$ cat src/rtl/irq_pending_latch_pkg.sv
// Shared constants, FSM state type and priority-select helper for the IRQ pending latch.
package irq_pkg;

    localparam int N_REQ = 4;
    localparam int IDX_W = $clog2(N_REQ);

    typedef enum logic {
        IDLE    = 1'b0,
        PRESENT = 1'b1
    } state_t;

    // Highest set bit wins; an all-zero vector maps to index 0.
    function automatic logic [IDX_W-1:0] prio_idx(input logic [N_REQ-1:0] v);
        prio_idx = '0;
        for (int i = 0; i < N_REQ; i++) begin
            if (v[i]) prio_idx = IDX_W'(i);
        end
    endfunction

endpackage

$ cat src/rtl/irq_pending_latch_if.sv
// Valid/ack handshake carrying the selected request index to the consumer.
interface irq_pending_latch_if;
    import irq_pkg::*;

    logic             valid;
    logic [IDX_W-1:0] idx;
    logic             ack;

    modport master (output valid, output idx, input ack);
    modport slave  (input valid, input idx, output ack);
endinterface

$ cat src/rtl/irq_pending_latch_sync.sv
// One request line: SYNC_STAGES-deep synchroniser followed by a rising-edge detector.
module req_sync_edge #(
    parameter int SYNC_STAGES = 2
) (
    input  logic clk,
    input  logic rst,
    input  logic i_req,
    output logic o_rise
);

    logic [SYNC_STAGES-1:0] r_sync;
    logic                   r_prev;

    always_ff @(posedge clk) begin
        if (rst) begin
            r_sync <= '0;
            r_prev <= 1'b0;
        end else begin
            r_sync <= {r_sync[SYNC_STAGES-2:0], i_req};
            r_prev <= r_sync[SYNC_STAGES-1];
        end
    end

    assign o_rise = r_sync[SYNC_STAGES-1] & ~r_prev;

endmodule

$ cat src/rtl/irq_pending_latch.sv
// Sticky pending latch with priority select and valid/ack presentation.
// Optional mask register enabled by defining IRQ_MASK_EN.
//
// state   | meaning
// IDLE    | nothing presented; loads highest effective pending bit when nonzero
// PRESENT | irq_idx/irq_valid held until the consumer acks
module irq_pending_latch
    import irq_pkg::*;
#(
    parameter int SYNC_STAGES = 2
) (
    input  logic                 clk,
    input  logic                 rst,
    input  logic [N_REQ-1:0]     i_req_in,
    input  logic                 i_clr_all,
`ifdef IRQ_MASK_EN
    input  logic                 i_mask_we,
    input  logic [N_REQ-1:0]     i_mask_wdata,
`endif
    output logic [N_REQ-1:0]     o_pending,
    output logic                 o_none_pending,
    irq_pending_latch_if.master  irq
);

    logic [N_REQ-1:0] w_rise;
    logic [N_REQ-1:0] w_mask;
    logic [N_REQ-1:0] w_mask_nxt;
    logic [N_REQ-1:0] w_eff;
    logic [N_REQ-1:0] w_ack_clr;
    logic [N_REQ-1:0] w_pending_nxt;

    logic [N_REQ-1:0] r_pending;
    logic             r_none;
    state_t           r_state;
    logic             r_valid;
    logic [IDX_W-1:0] r_idx;

    for (genvar g = 0; g < N_REQ; g++) begin : g_sync
        req_sync_edge #(.SYNC_STAGES(SYNC_STAGES)) u_sync (
            .clk    (clk),
            .rst    (rst),
            .i_req  (i_req_in[g]),
            .o_rise (w_rise[g])
        );
    end

`ifdef IRQ_MASK_EN
    logic [N_REQ-1:0] r_mask;

    always_ff @(posedge clk) begin
        if (rst) r_mask <= '1;
        else if (i_mask_we) r_mask <= i_mask_wdata;
    end

    assign w_mask     = r_mask;
    assign w_mask_nxt = i_mask_we ? i_mask_wdata : r_mask;
`else
    assign w_mask     = '1;
    assign w_mask_nxt = '1;
`endif

    assign w_eff     = r_pending & w_mask;
    assign w_ack_clr = (r_state == PRESENT && irq.ack) ? (N_REQ'(1) << r_idx) : '0;
    // A rise on the bit being acked wins: the new event must not be lost.
    assign w_pending_nxt = i_clr_all ? '0 : ((r_pending & ~w_ack_clr) | w_rise);

    always_ff @(posedge clk) begin
        if (rst) begin
            r_pending <= '0;
            r_none    <= 1'b1;
            r_state   <= IDLE;
            r_valid   <= 1'b0;
            r_idx     <= '0;
        end else begin
            r_pending <= w_pending_nxt;
            r_none    <= ~|(w_pending_nxt & w_mask_nxt);
            if (i_clr_all) begin
                r_state <= IDLE;
                r_valid <= 1'b0;
            end else begin
                case (r_state)
                    IDLE: begin
                        if (|w_eff) begin
                            r_idx   <= prio_idx(w_eff);
                            r_valid <= 1'b1;
                            r_state <= PRESENT;
                        end
                    end
                    PRESENT: begin
                        if (irq.ack) begin
                            r_valid <= 1'b0;
                            r_state <= IDLE;
                        end
                    end
                    default: begin
                        r_valid <= 1'b0;
                        r_state <= IDLE;
                    end
                endcase
            end
        end
    end

    assign o_pending      = r_pending;
    assign o_none_pending = r_none;
    assign irq.valid      = r_valid;
    assign irq.idx        = r_idx;

endmodule

$ cat src/flat_wrapper.sv
// flat-port wrapper written by rule: the top's interface ports become plain ports
module irq_pending_latch_flat import irq_pkg::*;
#(
    parameter int SYNC_STAGES = 2
)
  (clk, rst, i_req_in, i_clr_all, o_pending, o_none_pending, irq_valid, irq_idx, irq_ack);
  irq_pending_latch_if irq_i ();
  input  logic clk;
  input  logic rst;
  input  logic [N_REQ-1:0] i_req_in;
  input  logic i_clr_all;
  output logic [N_REQ-1:0] o_pending;
  output logic o_none_pending;
  output wire logic [$bits(irq_i.valid)-1:0] irq_valid;
  output wire logic [$bits(irq_i.idx)-1:0] irq_idx;
  input wire logic [$bits(irq_i.ack)-1:0] irq_ack;
  assign irq_valid = irq_i.valid;
  assign irq_idx = irq_i.idx;
  assign irq_i.ack = irq_ack;
  irq_pending_latch #(.SYNC_STAGES(SYNC_STAGES)) u_core (.clk(clk), .rst(rst), .i_req_in(i_req_in), .i_clr_all(i_clr_all), .o_pending(o_pending), .o_none_pending(o_none_pending), .irq(irq_i));
endmodule
$ cat config.mk
export PLATFORM = sky130hd
export DESIGN_NAME = irq_pending_latch_flat
export DESIGN_NICKNAME = d
export VERILOG_FILES = /design/src/rtl/irq_pending_latch_pkg.sv /design/src/rtl/irq_pending_latch_if.sv /design/src/rtl/irq_pending_latch_sync.sv /design/src/rtl/irq_pending_latch.sv /design/src/flat_wrapper.sv
export SDC_FILE = /design/constraint.sdc
export NUM_CORES = 1
export LEC_CHECK = 0
export CAP_MARGIN = 5
export CORE_MARGIN = 2
export CORE_UTILIZATION = 31
export DETAILED_ROUTE_END_ITERATION = 6
export HOLD_SLACK_MARGIN = 0.15
export PLACE_DENSITY = 0.57
export SETUP_SLACK_MARGIN = 0.5
export SYNTH_ARGS = -nofsm -noshare
export SYNTH_HDL_FRONTEND = slang
export SYNTH_SLANG_ARGS = --single-unit
$ cat constraint.sdc
create_clock -name clk -period 1.2 [get_ports clk]
set_clock_uncertainty 0.1 [all_clocks]
set_input_delay 0.18 -clock clk [delete_from_list [all_inputs] [get_ports clk]]
set_output_delay 0.18 -clock clk [all_outputs]
set_load 0.02 [all_outputs]
==> impl_metrics.csv <==
group,metric,value,unit
outcome,status,"finished with violations",
outcome,violations,"setup timing",
cts,cts_hold_buf,0,
setup_path,max_stage_delay,0.55,ns
detailed_routing,first_pass_iters,4,
synthesis,seq_area_frac_synth,58.5,%
synthesis,synth_cells,71,
placement,gp_congestion,0.841,
timing,finalHoldViolCount,0,
global_routing,first_global_vias,576,
floorplanning,initial_core_util,32.8,%
setup_path,path_class,"reg2reg",
pwr,p_sw,0.292,mW
detailed_routing,wl,1450,um
floorplanning,die_area,2720,um2
timing,fin_crit,1.33,ns
setup_path,critPathRequiredTime,1.30,ns
detailed_routing,drt.antenna.violating_nets,0,
floorplanning,die_height,52.1,um
timing,period_share,111,%
pwr,p_leak,0.435,nW
global_routing,antenna_found_initial,0,
layout,final_net_count,110,
cts,cts.root.buffer_cell,"clkbuf_4",
flow_run,cap_violations,0,
cts,cts_made_buffers,3,
floorplanning,dieWidth,52.1,um
global_routing,grt_overflow_total,0,
setup_path,crit_fanout,3,
detailed_routing,vias_per_cell,4.69,
pwr,seq_power_share,59.6,%
synthesis,synth_area_leader_cell,"dfxtp_1",
timing,drv_slew,0,
floorplanning,rows,17,
floorplanning,coreArea,2190,um2
synthesis,synthTopCellsByArea,"dfxtp_1 59%, nor2b_1 14%, a21oi_1 4.2%",
layout,n_antenna_cell,0,
cts,clkLatencyLatePin,0.31,ns
pwr,p_per_area,1130,nW/um2
detailed_routing,vias,605,
synthesis,synth-edff-count,0,
synthesis,syn-num-nets,79,
setup_path,ff2ff_path_depth,3,
setup_path,worstPathCellList,"or4_4, a31oi_1, a211oi_1",
floorplanning,io_pins,16,
pwr,total_power,1.23,mW
synthesis,synthTopCellsByCount,"21 x dfxtp_1, 16 x nor2b_1, 6 x a21oi_1, 6 x nor2_1, 3 x inv_1",
global_routing,grt_pass1_wl,2590,um
setup_path,slowest_stage,"or4_4",
cts,clk_pin_slew,0.12,ns
synthesis,synth_area,718,um2
timing,rsz0062_at_grt,"yes",
setup_path,crit_path_start_kind,"flop",
synthesis,synth.distinct_cells,22,
synthesis,synth_most_common_cell,"dfxtp_1",
synthesis,ys.flop_type,"dfxtp_1",
detailed_routing,drc,0,
pwr,switching_share,23.8,%
cts,cts.sinks,21,
global_routing,grt_max_degree,14,
timing,setup_viol,4,
synthesis,synthArstFlopShare,0,%
placement,dp_hpwl,1010,um
cts,cts_tree,"built",
synthesis,ys_warn_count,0,
timing,fin_ws,-0.132,ns
pwr,pwr-share-clk,28.0,%
pwr,internal_power,0.934,mW
layout,fill_cells,217,
layout,stdcell_area,1080,um2
synthesis,synth_seq_cells,21,
cts,clock_path_buffers,2,
timing,maxSlewHeadroom,75.0,%
placement,dpl_cell_area,998,um2
pwr,p_comb_share,12.3,%
layout,syn2layout_area_growth,50.5,%
detailed_routing,wl_per_cell,11.3,um
timing,max_slew.worst_pin.slew,0.371,ns
synthesis,avgSynthCellArea,10.1,um2
pwr,ir_drop,0.630,mV
timing,fmax,751,MHz
layout,drive_above_1_share,40.6,%
global_routing,grt_usage,13.1,%
min_path,hp-class,"in2reg",
synthesis,netlist.area_leader.share,58.5,%
min_path,whs_path_depth,3,
setup_path,worst_ep_arrival_time,1.43,ns
setup_path,end_kind,"flop",
cts,h-tree-depth,1,
placement,io_buffers,15,
detailed_routing,drt_first_iter_violations,18,
[critical path: cells and delay by family (launching register included)]
kind	cells	cell delay, ns
DFF	1	0.37
AOI/OAI and AO/OA	2	0.21
and+or+nand+nor	1	0.55
[state kept, by name, indices dropped and copies added (netlist names)]
signal / flops
u_core.r_state: 1
u_core.o_pending: 4
u_core.g_sync.u_sync.r_prev: 4
u_core.g_sync.u_sync.r_sync: 8
u_core.o_none_pending: 1
u_core.irq.idx: 2
u_core.irq.valid: 1
[metal layers]
metal / vias up / global-route usage [%] / share of wire (%)
met3: 5 / 4.60 / 5.7
li1: 303 / - / -
met5: - / 0 / 0
met4: 0 / 5.13 / 1.4
met2: 15 / 20.9 / 50
met1: 282 / 16.2 / 43
[cells by family after synthesis]
family | share of synthesized area [%]
flops | 58.5
simple gates | 27.5
compound gates | 10.6
buf+inv | 3.31
[area by class of cell]
| class | count | area [um2] | share of cell area (%) |
|---|---|---|---|
| multi-input combinational | 44 | 289 | 26.7 |
| sequential | 21 | 444 | 41.1 |
| timing repair buffer | 29 | 273 | 25.2 |
| inverter | 3 | 11.3 | 1.04 |
| clock buffer | 3 | 22.5 | 2.08 |
| clock inverter | 1 | 6.26 | 0.579 |
| tap | 28 | 35.0 | 3.24 |
[path summary, 6_finish.rpt]
| kind | startpoint | slack [ns] | endpoint |
|---|---|---|---|
| min | rst | 0.25 | u_core.irq.idx[1]$_SDFFE_PP0P_ |
| max | u_core.o_pending[0]$_SDFF_PP0_ | -0.13 | u_core.irq.idx[0]$_SDFFE_PP0P_ |
| max reg2reg | u_core.o_pending[0]$_SDFF_PP0_ | -0.13 | u_core.irq.idx[0]$_SDFFE_PP0P_ |
| min reg2reg | u_core.g_sync[0].u_sync.r_sync[0]$_SDFF_PP0_ | 0.35 | u_core.g_sync[0].u_sync.r_sync[1]$_SDFF_PP0_ |
[layout by cell type, fill, tap and decap left out, types with 2 or more instances in the layout]
cell type / count
a21oi_2: 4
dfxtp_1: 12
buf_4: 10
nor2b_1: 16
buf_6: 11
clkbuf_4: 3
dfxtp_2: 4
nor2_1: 6
dfxtp_4: 5
a21oi_1: 2
inv_1: 3
nand4b_1: 2
clkdlybuf4s50_1: 6
[through the flow]
step	setup WS, ns	utilization, %	cells	setup TNS, ns	hold WS, ns
CTS	-0.130	48.8	128	-0.457	0.233
global placement	-0.199	45.6	122	-1.36	0.318
finish	-0.132	49.3	129	-0.333	0.250
global route	-0.167	49.3	129	-0.638	0.249
detailed placement	-0.215	45.6	122	-1.40	0.320
floorplan	-0.0997	-	71	-0.237	0.152
[power by group through the flow]
stage	clock network [mW]	logic [mW]	registers [mW]
final	0.344	0.151	0.731
after global routing	0.390	0.165	0.735
after CTS	0.361	0.149	0.733
after detailed placement	0	0.140	0.747
after global placement	0	0.139	0.746
after floorplan	0	0.0575	0.756
[repair_timing]
action                                  in CTS  in global routing
cloned                                       1                  0
resized for setup                           53                  5
pin swaps                                    6                  5
endpoints found under the setup margin      29                 17
setup buffers                                1                  1
Note: power is estimated with default switching activity, not from simulation.
